==> config.mk <==
export PLATFORM = sky130hd
export DESIGN_NAME = fetch_unit_flat
export DESIGN_NICKNAME = d
export VERILOG_FILES = /design/src/rtl/cpu_pkg.sv /design/src/rtl/fetch_unit_if.sv /design/src/rtl/branch_compare.sv /design/src/rtl/fetch_unit.sv /design/src/flat_wrapper.sv
export SDC_FILE = /design/constraint.sdc
export NUM_CORES = 1
export LEC_CHECK = 0
export ABC_AREA = 1
export CORE_MARGIN = 8
export CORE_UTILIZATION = 54
export DETAILED_ROUTE_END_ITERATION = 8
export PLACE_DENSITY = 0.91
export SETUP_SLACK_MARGIN = 0.02
export SLEW_MARGIN = 20
export SYNTH_ARGS = -nofsm -noshare
export SYNTH_HDL_FRONTEND = slang
export SYNTH_SLANG_ARGS = --single-unit
==> constraint.sdc <==
create_clock -name clk -period 7.7 [get_ports clk]
set_input_delay 1.54 -clock clk [delete_from_list [all_inputs] [get_ports clk]]
set_output_delay 1.54 -clock clk [all_outputs]
set_load 0.05 [all_outputs]
==> src/rtl/cpu_pkg.sv <==
// cpu_pkg: shared fetch-stage types and constants
package cpu_pkg;
    typedef enum logic [2:0] {BOOT, RUN, STALL, FLUSH, HALT} state_t;
    localparam logic [5:0]  HALT_OPCODE      = 6'h3F;
    localparam logic [31:0] DEFAULT_RESET_PC = 32'h0000_0000;
endpackage

==> src/rtl/fetch_unit_if.sv <==
// fetch_unit_if: control decode, operand and instruction-memory bundle around the fetch stage
interface fetch_unit_if;
    logic        stall;
    logic        jump, jump_reg, branch, branch_ne, branch_gt, branch_gte;
    logic        branch_lt, branch_lte, branch_gt_u, branch_lte_u;
    logic [31:0] rs_val, rt_val;
    logic [31:0] imem_addr, imem_rdata;
    logic [31:0] instr;
    logic        instr_valid;
    logic [31:0] pc_out, pc_plus4;
    logic        halt;
    modport slave (
        input  stall, jump, jump_reg, branch, branch_ne, branch_gt, branch_gte,
               branch_lt, branch_lte, branch_gt_u, branch_lte_u, rs_val, rt_val, imem_rdata,
        output imem_addr, instr, instr_valid, pc_out, pc_plus4, halt
    );
    modport master (
        output stall, jump, jump_reg, branch, branch_ne, branch_gt, branch_gte,
               branch_lt, branch_lte, branch_gt_u, branch_lte_u, rs_val, rt_val, imem_rdata,
        input  imem_addr, instr, instr_valid, pc_out, pc_plus4, halt
    );
endinterface

==> src/rtl/branch_compare.sv <==
// branch_compare: combinational branch-taken decision from operands and branch kind
module branch_compare (
    input  logic [31:0] i_rs,
    input  logic [31:0] i_rt,
    input  logic        i_branch,
    input  logic        i_branch_ne,
    input  logic        i_branch_gt,
    input  logic        i_branch_gte,
    input  logic        i_branch_lt,
    input  logic        i_branch_lte,
    input  logic        i_branch_gt_u,
    input  logic        i_branch_lte_u,
    output logic        o_taken
);
    logic w_eq, w_lt_s, w_lt_u;
    assign w_eq   = i_rs == i_rt;
    assign w_lt_s = $signed(i_rs) < $signed(i_rt);
    assign w_lt_u = i_rs < i_rt;
    assign o_taken = (i_branch & w_eq) | (i_branch_ne & ~w_eq)
                   | (i_branch_gt & ~w_lt_s & ~w_eq) | (i_branch_gte & ~w_lt_s)
                   | (i_branch_lt & w_lt_s) | (i_branch_lte & (w_lt_s | w_eq))
                   | (i_branch_gt_u & ~w_lt_u & ~w_eq) | (i_branch_lte_u & (w_lt_u | w_eq));
endmodule

==> src/rtl/fetch_unit.sv <==
// fetch_unit: PC sequencing, redirect and stall handling in front of a synchronous instruction memory
module fetch_unit
    import cpu_pkg::*;
#(
    parameter logic [31:0] RESET_PC = DEFAULT_RESET_PC
) (
    input logic        clk,
    input logic        rst,
    fetch_unit_if.slave fu
);
    state_t      r_state;
    logic [31:0] r_fpc, r_dpc, r_hold;
    logic [31:0] w_instr, w_pc4, w_br_tgt, w_target;
    logic        w_valid, w_taken, w_redirect, w_halt_instr;
    assign w_instr      = r_state == RUN ? fu.imem_rdata : r_state == STALL ? r_hold : '0;
    assign w_valid      = r_state == RUN || r_state == STALL;
    assign w_pc4        = r_dpc + 32'd4;
    assign w_br_tgt     = w_pc4 + {{14{w_instr[15]}}, w_instr[15:0], 2'b00};
    assign w_target     = fu.jump_reg ? fu.rs_val
                        : fu.jump ? {w_pc4[31:28], w_instr[25:0], 2'b00} : w_br_tgt;
    assign w_redirect   = fu.jump_reg | fu.jump | w_taken;
    assign w_halt_instr = w_valid && w_instr[31:26] == HALT_OPCODE;
    branch_compare u_cmp (
        .i_rs(fu.rs_val), .i_rt(fu.rt_val),
        .i_branch(fu.branch), .i_branch_ne(fu.branch_ne),
        .i_branch_gt(fu.branch_gt), .i_branch_gte(fu.branch_gte),
        .i_branch_lt(fu.branch_lt), .i_branch_lte(fu.branch_lte),
        .i_branch_gt_u(fu.branch_gt_u), .i_branch_lte_u(fu.branch_lte_u),
        .o_taken(w_taken)
    );
    always_ff @(posedge clk) begin
        if (rst) begin
            r_state <= BOOT;
            r_fpc   <= RESET_PC;
            r_dpc   <= RESET_PC;
            r_hold  <= '0;
        end else begin
            case (r_state)
                BOOT, FLUSH: begin
                    r_fpc   <= r_fpc + 32'd4;
                    r_dpc   <= r_fpc;
                    r_state <= RUN;
                end
                RUN, STALL: begin
                    if (w_halt_instr) r_state <= HALT;
                    else if (fu.stall) begin
                        // memory has already moved past the stalled word, so keep a copy
                        if (r_state == RUN) r_hold <= fu.imem_rdata;
                        r_state <= STALL;
                    end else begin
                        r_dpc   <= r_fpc;
                        r_fpc   <= w_redirect ? w_target : r_fpc + 32'd4;
                        r_state <= w_redirect ? FLUSH : RUN;
                    end
                end
                HALT: r_state <= HALT;
                default: r_state <= BOOT;
            endcase
        end
    end
    assign fu.imem_addr   = rst ? RESET_PC : r_fpc;
    assign fu.instr       = w_instr;
    assign fu.instr_valid = w_valid;
    assign fu.pc_out      = r_dpc;
    assign fu.pc_plus4    = w_pc4;
    assign fu.halt        = r_state == HALT;
endmodule

==> src/flat_wrapper.sv <==
// flat-port wrapper written by rule: the top's interface ports become plain ports
module fetch_unit_flat import cpu_pkg::*;
#(
    parameter logic [31:0] RESET_PC = DEFAULT_RESET_PC
)
  (clk, rst, fu_stall, fu_jump, fu_jump_reg, fu_branch, fu_branch_ne, fu_branch_gt, fu_branch_gte, fu_branch_lt, fu_branch_lte, fu_branch_gt_u, fu_branch_lte_u, fu_rs_val, fu_rt_val, fu_imem_rdata, fu_imem_addr, fu_instr, fu_instr_valid, fu_pc_out, fu_pc_plus4, fu_halt);
  fetch_unit_if fu_i ();
  input logic clk;
  input logic rst;
  input wire logic [$bits(fu_i.stall)-1:0] fu_stall;
  input wire logic [$bits(fu_i.jump)-1:0] fu_jump;
  input wire logic [$bits(fu_i.jump_reg)-1:0] fu_jump_reg;
  input wire logic [$bits(fu_i.branch)-1:0] fu_branch;
  input wire logic [$bits(fu_i.branch_ne)-1:0] fu_branch_ne;
  input wire logic [$bits(fu_i.branch_gt)-1:0] fu_branch_gt;
  input wire logic [$bits(fu_i.branch_gte)-1:0] fu_branch_gte;
  input wire logic [$bits(fu_i.branch_lt)-1:0] fu_branch_lt;
  input wire logic [$bits(fu_i.branch_lte)-1:0] fu_branch_lte;
  input wire logic [$bits(fu_i.branch_gt_u)-1:0] fu_branch_gt_u;
  input wire logic [$bits(fu_i.branch_lte_u)-1:0] fu_branch_lte_u;
  input wire logic [$bits(fu_i.rs_val)-1:0] fu_rs_val;
  input wire logic [$bits(fu_i.rt_val)-1:0] fu_rt_val;
  input wire logic [$bits(fu_i.imem_rdata)-1:0] fu_imem_rdata;
  output wire logic [$bits(fu_i.imem_addr)-1:0] fu_imem_addr;
  output wire logic [$bits(fu_i.instr)-1:0] fu_instr;
  output wire logic [$bits(fu_i.instr_valid)-1:0] fu_instr_valid;
  output wire logic [$bits(fu_i.pc_out)-1:0] fu_pc_out;
  output wire logic [$bits(fu_i.pc_plus4)-1:0] fu_pc_plus4;
  output wire logic [$bits(fu_i.halt)-1:0] fu_halt;
  assign fu_i.stall = fu_stall;
  assign fu_i.jump = fu_jump;
  assign fu_i.jump_reg = fu_jump_reg;
  assign fu_i.branch = fu_branch;
  assign fu_i.branch_ne = fu_branch_ne;
  assign fu_i.branch_gt = fu_branch_gt;
  assign fu_i.branch_gte = fu_branch_gte;
  assign fu_i.branch_lt = fu_branch_lt;
  assign fu_i.branch_lte = fu_branch_lte;
  assign fu_i.branch_gt_u = fu_branch_gt_u;
  assign fu_i.branch_lte_u = fu_branch_lte_u;
  assign fu_i.rs_val = fu_rs_val;
  assign fu_i.rt_val = fu_rt_val;
  assign fu_i.imem_rdata = fu_imem_rdata;
  assign fu_imem_addr = fu_i.imem_addr;
  assign fu_instr = fu_i.instr;
  assign fu_instr_valid = fu_i.instr_valid;
  assign fu_pc_out = fu_i.pc_out;
  assign fu_pc_plus4 = fu_i.pc_plus4;
  assign fu_halt = fu_i.halt;
  fetch_unit #(.RESET_PC(RESET_PC)) u_core (.clk(clk), .rst(rst), .fu(fu_i));
endmodule
Word-level counts from Yosys, hierarchy flattened
Cells that the tools add are included.
{"block": "op_classes", "bitwise": 25, "eq_ne": 8, "magnitude_cmp": 2, "n_addsub": 3, "mux": 16, "reduce_logical": 8}
{"op": "32-bit two-way mux", "count": 10}
{"op": "32-bit case mux with 2 select lines", "count": 2}
{"op": "32-bit by 3-bit adder with 32-bit output (second input constant)", "count": 2}
{"op": "32-bit < comparator", "count": 2}
{"op": "32-bit adder", "count": 1}
{"op": "32-bit equality test", "count": 1}
{"op": "1-bit OR", "count": 11}
{"op": "1-bit AND", "count": 10}
{"op": "3-bit case mux with 3 select lines", "count": 1}
{"op": "3-bit by 2-bit equality test with 1-bit output (second input constant)", "count": 2}
{"op": "6-bit equality test (second input constant)", "count": 1}
{"op": "3-bit two-way mux", "count": 2}
{"op": "2-bit inequality test (second input constant)", "count": 2}
{"op": "1-bit inverter", "count": 4}
{"op": "4-bit AND reduction", "count": 1}
{"op": "2-bit OR reduction", "count": 2}
{"op": "3-bit by 1-bit equality test with 1-bit output (second input constant)", "count": 1}
{"op": "3-bit equality test (second input constant)", "count": 1}
{"op": "3-bit zero test", "count": 1}
{"op": "3-bit AND reduction", "count": 1}
{"op": "2-bit two-way mux", "count": 1}
{"op": "2-bit nonzero test", "count": 1}
{"op": "1-bit logical AND", "count": 1}
{"op": "1-bit logical OR", "count": 1}
{"block": "totals", "register_bits": 99, "in_bits": 109, "out_inout_bits": 130}

Longest topological paths before layout
Gate-level depths: netlist (run 1).
{"block": "depth", "depth_word": 15, "depth_mapped": 24, "depth_no_buf": 24}

Cells and area by module
From an unflattened synthesis (run 1), not the netlist that was laid out.
{"block": "hier_totals", "cells_unflattened": 1439, "area_unflattened_um2": 8822.2}
{"module": "fetch_unit", "n_inst": 1, "seq_area_each_um2": 1981.9, "area_each_um2": 7835.0, "cells_each": 1277}
{"module": "branch_compare", "n_inst": 1, "seq_area_each_um2": 0.0, "area_each_um2": 987.2, "cells_each": 162}

Worst setup path before layout (run 1)
No wires, ideal clock.
{"block": "synth_timing", "kind": "input -> register", "from": "in fu_imem_rdata[15]", "to": "reg u_core.r_fpc[29]", "cell_stages": 14, "slack_ps": 2904, "n_path_buf": 0, "t_arrival_ps": 4683, "setup_time_ps": 113, "t_required_ps": 7587, "path_cell_list": "inv_1 > o22ai_1 > ha_1 > a21oi_1 > a21boi_0 > o21ai_0 > a21oi_1 > nand2_1 > nand2_1 > nand3_1 > nand2_1 > nand4_1 > nand3_1 > nand2_1"}
{"block": "synth_via", "elab_chain_len": 8}
{"item": "from (decl)", "line": "flat_wrapper.sv:23", "source": "input wire logic [$bits(fu_i.imem_rdata)-1:0] fu_imem_rdata;"}
{"item": "32-bit two-way mux", "line": "fetch_unit.sv:15", "source": "assign w_instr = r_state == RUN ? fu.imem_rdata : r_state == STALL ? r_hold : '0;"}
{"item": "via fu_instr[15]", "line": "flat_wrapper.sv:25", "source": "output wire logic [$bits(fu_i.instr)-1:0] fu_instr;"}
{"item": "32-bit adder", "line": "fetch_unit.sv:18", "source": "assign w_br_tgt = w_pc4 + {{14{w_instr[15]}}, w_instr[15:0], 2'b00};"}
{"item": "32-bit two-way mux", "line": "fetch_unit.sv:20", "source": ": fu.jump ? {w_pc4[31:28], w_instr[25:0], 2'b00} : w_br_tgt;"}
{"item": "32-bit two-way mux", "line": "fetch_unit.sv:19", "source": "assign w_target = fu.jump_reg ? fu.rs_val"}
{"item": "32-bit two-way mux", "line": "fetch_unit.sv:52", "source": "r_fpc <= w_redirect ? w_target : r_fpc + 32'd4;"}
{"item": "32-bit two-way mux", "line": "fetch_unit.sv:46", "source": "else if (fu.stall) begin"}
{"item": "32-bit two-way mux", "line": "fetch_unit.sv:45", "source": "if (w_halt_instr) r_state <= HALT;"}
{"item": "32-bit case mux with 2 select lines", "line": "fetch_unit.sv:38", "source": "case (r_state)"}
{"item": "to (signal assigned)", "line": "fetch_unit.sv:40", "source": "r_fpc <= r_fpc + 32'd4;"}
{"item": "to (signal assigned)", "line": "fetch_unit.sv:52"}
{"item": "to (decl)", "line": "fetch_unit.sv:12", "source": "logic [31:0] r_fpc, r_dpc, r_hold;"}
The timed path passes the listed nets, and every way through them passes these cells. The select of a mux whose other input is x is not followed.
A chain may end at the register's enable or synchronous reset.

Worst setup path in the final report (run 1)
{"block": "layout_timing", "from": "reg u_core.r_state[2]", "to": "out fu_instr[12]"}
{"block": "layout_via", "elab_chain_len": 3, "elab_cells_between_ends": 4}
{"item": "from (decl)", "line": "fetch_unit.sv:11", "source": "state_t r_state;"}
{"item": "from (signal assigned)", "line": "fetch_unit.sv:53", "source": "r_state <= w_redirect ? FLUSH : RUN;"}
{"item": "3-bit by 2-bit equality test with 1-bit output", "line": "fetch_unit.sv:15"}
{"item": "32-bit two-way mux", "line": "fetch_unit.sv:15"}
{"item": "32-bit two-way mux (*)", "line": "fetch_unit.sv:15"}
{"item": "to (decl)", "line": "flat_wrapper.sv:25"}
Mark *: on every way between the ends. The rest lies on a longest branch, timed or not.

==> flow_metrics.env, run 1 <==
export IMPL_post_place_ws_ns=2.16
export IMPL_stdcell_count=1886
export IMPL_status="finished clean"
export IMPL_synthMostInstantiatedCell="nand2_1"
export IMPL_routabilityCongestion=1.02
export IMPL_synth_commonest_cells="nand2_1, inv_1, nand3_1"
export IMPL_area_growth_syn_to_layout_pct=30.4
export IMPL_cts_inserted_buffers=9
export IMPL_synth_area_leaders="dfxtp_1, nand2_1, nand3_1"
export IMPL_syn_area_um2=9010
export IMPL_crit_path_end_kind="primary output"
export IMPL_hp_class="flop to flop"
export IMPL_cts_root_buf="clkbuf_16"
export IMPL_rsz0062_at_grt="false"
export IMPL_pwr_share_comb=0.468
export IMPL_switching_share=0.455
export IMPL_seqPwrFrac=0.303
export IMPL_start_util=0.547
export IMPL_drtAntennaViolNets=0
export IMPL_hold_violations=0
export IMPL_io_buffers=238
export IMPL_yosysTopAreaCell="dfxtp_1"
export IMPL_crit_fanout=35
export IMPL_clkPwrFrac=0.229
export IMPL_fin_area_um2=11700
export IMPL_design_core_area_um2=16500
export IMPL_ir_worst_vdd_mv=0.132
export IMPL_grt_use_met3=0.0728
export IMPL_grt_max_degree=67
export IMPL_drive_above_1_share=0.0397
export IMPL_wl_per_cell_um=19.4
export IMPL_worstSetupStartpointType="flop"
export IMPL_grt_antenna_before_repair=5
export IMPL_clockBufferDepth=2
export IMPL_tightest_slew_ns=1.04
export IMPL_skew_ns=0.0116
export IMPL_synth_cells=1460
export IMPL_ys_seq_area_frac=0.220
export IMPL_synthXorXnorAreaFrac=0.0680
export IMPL_cts_tree="done"
export IMPL_use_met2=0.540
export IMPL_synth_avg_cell_area_um2=6.17
export IMPL_synth_top_family_by_area="simple AND/OR/NAND/NOR gates"
export IMPL_synthAdderAreaFrac=0.0897
export IMPL_dieArea_um2=21100
export IMPL_ys_ff_latch=99
export IMPL_period_needed_ns=5.25
export IMPL_drt_pass1_iterations=6
export IMPL_holdBufCountCts=0
export IMPL_fp_dieW_um=145
export IMPL_layout_nets=1829
export IMPL_synth_ff_type="dfxtp_1"
export IMPL_setup_viol=0
export IMPL_power_switching_w=0.000954
export IMPL_synthArstFlopShare=0
export IMPL_holdWs_ns=0.471
export IMPL_place_inst=1865
export IMPL_yosysUniqueCellTypes=46
export IMPL_path_clk_slew_ns=0.07
export IMPL_cap_violations=0
export IMPL_die_h_um=145
export IMPL_criticalPathCategory="flop to primary output"
export IMPL_post_cts_buffers=0
export IMPL_finalCritPeriodShare=0.682
export IMPL_via_per_inst=5.82
export IMPL_rows=47
export IMPL_numClockSinks=99
export IMPL_synthSimpleGateAreaFrac=0.346
export IMPL_setup_slack_ns=2.45
export IMPL_grt_pass1_vias=10400
export IMPL_ios=239
export IMPL_clk_latency_ns=0.36
export IMPL_drt_iter0_drc=1226
export IMPL_drc=0
export IMPL_htreeDepth=3
export IMPL_grtUsageMet1=0.410
export IMPL_dp_hpwl_um=29000
export IMPL_p_leak_nw=5.43
export IMPL_powerDensity_nw_per_um2=179
export IMPL_gr_total_overflow=0
export IMPL_synth_edf_count=0
export IMPL_cp_arrival_ns=3.71
export IMPL_intPower_w=0.00114
export IMPL_routed_via_count=11000
export IMPL_relSlewSlack=0.303
export IMPL_synthesis_nets=1633
export IMPL_finalMaxSlewViolations=0
export IMPL_worst_endpoint_required_ns=6.16
export IMPL_ctsResizeCount=0
export IMPL_synth_top_area_share=0.220
export IMPL_synth_mux_area_frac=0.00111
export IMPL_synth_compound_area_frac=0.161
export IMPL_routed_wl_um=36700
export IMPL_busiest_layer="met2"
export IMPL_fin_tns_setup_ns=0
export IMPL_yosysWarnings=0
export IMPL_grt_usage=0.334
export IMPL_fmax_ghz=0.191
export IMPL_grt_pass1_wl_um=56600
export IMPL_placed_area_um2=11400
[layout by cell type, fill, tap and decap left out, drive strengths merged, types with 2 or more instances in the layout]
master / instances
dfxtp: 99
clkbuf: 10
o21bai: 2
o21a: 4
and3: 2
and2: 2
xnor2: 15
nand3: 165
inv: 199
nor3b: 2
ha: 63
clkinv: 2
clkdlybuf4s50: 237
nor2: 108
buf: 8
nor4: 6
a21oi: 113
xor2: 55
or2: 4
a22oi: 4
o211ai: 2
o21ai: 134
diode: 5
nand4: 28
a21o: 7
nand2: 346
a21boi: 5
a31oi: 3
nand3b: 3
nor3: 27
[final cells by class]
| cell class | instances | area [um2] |
|---|---|---|
| Clock inverter | 6 | 71.3 |
| Inverter | 197 | 739 |
| Tap cell | 220 | 275 |
| Fill cell | 1450 | 4720 |
| Multi-Input combinational cell | 1104 | 6010 |
| Timing Repair Buffer | 245 | 2430 |
| Antenna cell | 5 | 12.5 |
| Sequential cell | 99 | 1980 |
| Clock buffer | 10 | 229 |
[worst max-delay path, stage by stage (launching register included)]
cell and delay [ns]:
dfxtp_1 0.34, inv_2 0.49, nand3_2 0.74, o21ai_0 0.82, clkdlybuf4s50_1 0.94
[layer usage]
layer | share of wire | vias to the layer above
met4 | 0.056 | 0
met2 | 0.45 | 676
met5 | 0 | -
met1 | 0.39 | 4969
met3 | 0.11 | 139
li1 | - | 5192
[sequential cells by signal, summed over array words and instances, names as in the netlist]
register	cells
u_core.fu.pc_out	32
u_core.r_fpc	32
u_core.r_hold	32
u_core.r_state	3
[final timing paths]
path / start / to / slack (ns) / cells after the start
max: u_core.r_state[2]$_SDFF_PP0_ / fu_instr[12] / 2.45 / 4
min: u_core.r_fpc[0]$_SDFFE_PP0P_ / u_core.fu.pc_out[0]$_SDFFE_PP0P_ / 0.47 / 2
max reg2reg: u_core.r_state[2]$_SDFF_PP0_ / u_core.r_fpc[25]$_SDFFE_PP0P_ / 2.97 / 17
min reg2reg: u_core.r_fpc[0]$_SDFFE_PP0P_ / u_core.fu.pc_out[0]$_SDFFE_PP0P_ / 0.47 / 2
[cells by family (layout without fill, tap and decap cells)]
| kind of cell | after synthesis | in the layout |
|---|---|---|
| AOI/OAI and AO/OA | 276 | 276 |
| buffers and inverters | 257 | 458 |
| and+or+nand+nor | 693 | 693 |
| DFF | 99 | 99 |
| muxes | 1 | 1 |
| other | 0 | 5 |
| adders and majority gates | 64 | 64 |
| xor gates and xnor gates | 70 | 70 |
[through the flow]
step / util / total power (W)
after floorplan: - / 0.00126
after global placement: 0.695 / 0.00159
after detailed placement: 0.695 / 0.00160
after CTS: 0.713 / 0.00207
after global routing: 0.713 / 0.00218
final: 0.713 / 0.00210
[power by group through the flow]
stage	logic [W]	clock network, W	registers (W)
final	0.000981	0.000481	0.000635
after global routing	0.00104	0.000499	0.000641
after CTS	0.000965	0.000477	0.000631
after detailed placement	0.000959	0	0.000642
after global placement	0.000948	0	0.000641
after floorplan	0.000569	0	0.000689
Power figures use the tool's default switching activity.
==> inputs of run 2 (changes only) <==
Settings changed: CORE_UTILIZATION 54 to 50, PLACE_DENSITY 0.91 to 0.85.
Clock period 7.7 ns to 5.1 ns, I/O delays scaled along.
==> run 2 against run 1 <==
  * Die area up 7.1%
  * Largest cell class unchanged
  * Cell area increased by 1.2%
  * Via count down 0.39%
  * Core utilization is 4.7 points lower
  * Wire length increased by 1.7%
  * Clock power is 67% higher
  * Clock-buffer cell count is the same
  * Flip-flop and latch count is the same
  * Cell count is 0.95% higher
  * Worst setup slack worse by 1.8 ns
  * Largest power group unchanged
==> flow_metrics.env, run 2 (same netlist as run 1, synthesis figures left out) <==
export IMPL_dieArea_um2=22600
export IMPL_seqPwrFrac=0.295
export IMPL_crit_fanout=35
export IMPL_final_cell_mix="nand2_1, clkdlybuf4s50_1, inv_1"
export IMPL_worstSetupEndpoint="fu_instr[14]"
export IMPL_post_place_ws_ns=0.857
export IMPL_clk_latency_ns=0.37
export IMPL_cts_root_buf="clkbuf_16"
export IMPL_gr_total_overflow=0
export IMPL_setup_viol=0
export IMPL_grt_max_degree=65
export IMPL_hp_class="flop to flop"
export IMPL_fp_dieW_um=150
export IMPL_reg2reg_from="u_core.r_state[2]$_SDFF_PP0_"
export IMPL_period_needed_ns=4.45
export IMPL_skew_ns=0.0113
export IMPL_design_core_area_um2=17800
export IMPL_fin_tns_setup_ns=0
export IMPL_htreeDepth=3
export IMPL_clkPwrFrac=0.247
export IMPL_holdBufCountCts=0
export IMPL_pwr_share_comb=0.458
export IMPL_intPower_w=0.00180
export IMPL_p_leak_nw=5.52
export IMPL_r2r_slack_ns=0.83
export IMPL_status="finished clean"
export IMPL_clockBufferDepth=2
export IMPL_final_common_cell="nand2_1"
export IMPL_worstSetupStartpointType="flop"
export IMPL_crit_path_end_kind="primary output"
export IMPL_rsz0062_at_grt="false"
export IMPL_layout_nets=1842
export IMPL_wl_per_cell_um=19.6
export IMPL_start_util=0.505
export IMPL_ctsResizeCount=0
export IMPL_drive_above_1_share=0.0472
export IMPL_grt_pass1_wl_um=56100
export IMPL_power_switching_w=0.00146
export IMPL_finalCritPeriodShare=0.873
export IMPL_cts_inserted_buffers=9
export IMPL_post_cts_buffers=0
export IMPL_grt_antenna_before_repair=1
export IMPL_reg2reg_depth=17
export IMPL_fin_area_um2=11900
export IMPL_ir_worst_vdd_mv=0.212
export IMPL_switching_share=0.448
export IMPL_grt_usage=0.320
export IMPL_drt_pass1_iterations=6
export IMPL_cts_tree="done"
export IMPL_cp_arrival_ns=3.43
export IMPL_relSlewSlack=0.279
export IMPL_routabilityCongestion=0.962
export IMPL_fillers=1669
export IMPL_die_h_um=150
export IMPL_area_growth_syn_to_layout_pct=31.9
export IMPL_numClockSinks=99
export IMPL_placed_area_um2=11500
export IMPL_path_clk_slew_ns=0.07
export IMPL_reg2reg_to="u_core.r_fpc[21]$_SDFFE_PP0P_"
export IMPL_powerDensity_nw_per_um2=274
export IMPL_drtAntennaViolNets=0
export IMPL_ios=239
export IMPL_grt_pass1_vias=10200
export IMPL_routed_wl_um=37300
export IMPL_fmax_ghz=0.225
export IMPL_hold_violations=0
export IMPL_setup_slack_ns=0.650
export IMPL_tightest_slew_ns=1.08
export IMPL_finalMaxSlewViolations=0
export IMPL_criticalPathCategory="flop to primary output"
export IMPL_via_per_inst=5.74
export IMPL_dp_hpwl_um=30100
export IMPL_drc=0
export IMPL_io_buffers=238
export IMPL_drt_iter0_drc=1396
export IMPL_rows=49
export IMPL_worst_endpoint_required_ns=4.08
export IMPL_routed_via_count=10900
export IMPL_worstSetupStartpoint="u_core.r_state[2]$_SDFF_PP0_"
export IMPL_cap_violations=0
==> run 2: how the worst min path moves through the flow <==
stage | startpoint | endpoint | slack [ns] | cells past startpoint
2_1_floorplan | u_core.r_fpc[0]$_SDFFE_PP0P_ | u_core.fu.pc_out[0]$_SDFFE_PP0P_ | 0.43 | 2
3_3_place_gp | u_core.r_fpc[0]$_SDFFE_PP0P_ | u_core.fu.pc_out[0]$_SDFFE_PP0P_ | 0.44 | 2
3_5_place_dp | u_core.r_fpc[0]$_SDFFE_PP0P_ | u_core.fu.pc_out[0]$_SDFFE_PP0P_ | 0.46 | 2
4_1_cts | u_core.r_fpc[0]$_SDFFE_PP0P_ | u_core.fu.pc_out[0]$_SDFFE_PP0P_ | 0.47 | 2
5_1_grt | u_core.r_fpc[1]$_SDFFE_PP0P_ | u_core.fu.pc_out[1]$_SDFFE_PP0P_ | 0.49 | 2
6_report | u_core.r_fpc[0]$_SDFFE_PP0P_ | u_core.fu.pc_out[0]$_SDFFE_PP0P_ | 0.47 | 2
==> run 2: worst max-delay path, stage by stage, from the launching register on <==
cell and delay, ns:
dfxtp_1 0.33, inv_2 0.47, nand3_2 0.29, buf_4 0.32, o21ai_0 0.67, clkdlybuf4s50_1 0.97
==> run 2: per-stage QoR <==
| step | power [W] | std cells | utilization | hold slack, ns |
|---|---|---|---|---|
| after floorplan | 0.00190 | 1460 | - | 0.430 |
| after global placement | 0.00243 | 1887 | 0.647 | 0.440 |
| after detailed placement | 0.00244 | 1887 | 0.647 | 0.460 |
| after CTS | 0.00322 | 1903 | 0.666 | 0.466 |
| after global routing | 0.00338 | 1904 | 0.666 | 0.487 |
| final | 0.00326 | 1904 | 0.666 | 0.467 |
==> run 2: power by group through the flow <==
stage,Clock (W),Sequential (W),Combinational [W]
6_report,0.000805,0.000961,0.00149
3_3_place_gp,0,0.000972,0.00145
4_1_cts,0.000796,0.000956,0.00147
2_1_floorplan,0,0.00104,0.000859
5_1_grt,0.000825,0.000969,0.00159
3_5_place_dp,0,0.000973,0.00147
==> run 2: cell type report <==
| class | count | area (um2) | share of cell area |
|---|---|---|---|
| Clock buffer | 10 | 239 | 0.0201 |
| Clock inverter | 6 | 96.3 | 0.00811 |
| Tap cell | 229 | 287 | 0.0241 |
| Multi-Input combinational cell | 1104 | 6010 | 0.505 |
| Inverter | 197 | 739 | 0.0622 |
| Timing Repair Buffer | 258 | 2530 | 0.213 |
| Sequential cell | 99 | 1980 | 0.167 |
| Antenna cell | 1 | 2.50 | 0.000211 |
==> run 2: per-layer routing <==
layer	share of wire	global-route usage
met5	0	0
met4	0.034	0.137
met3	0.091	0.0472
met2	0.46	0.516
met1	0.41	0.419
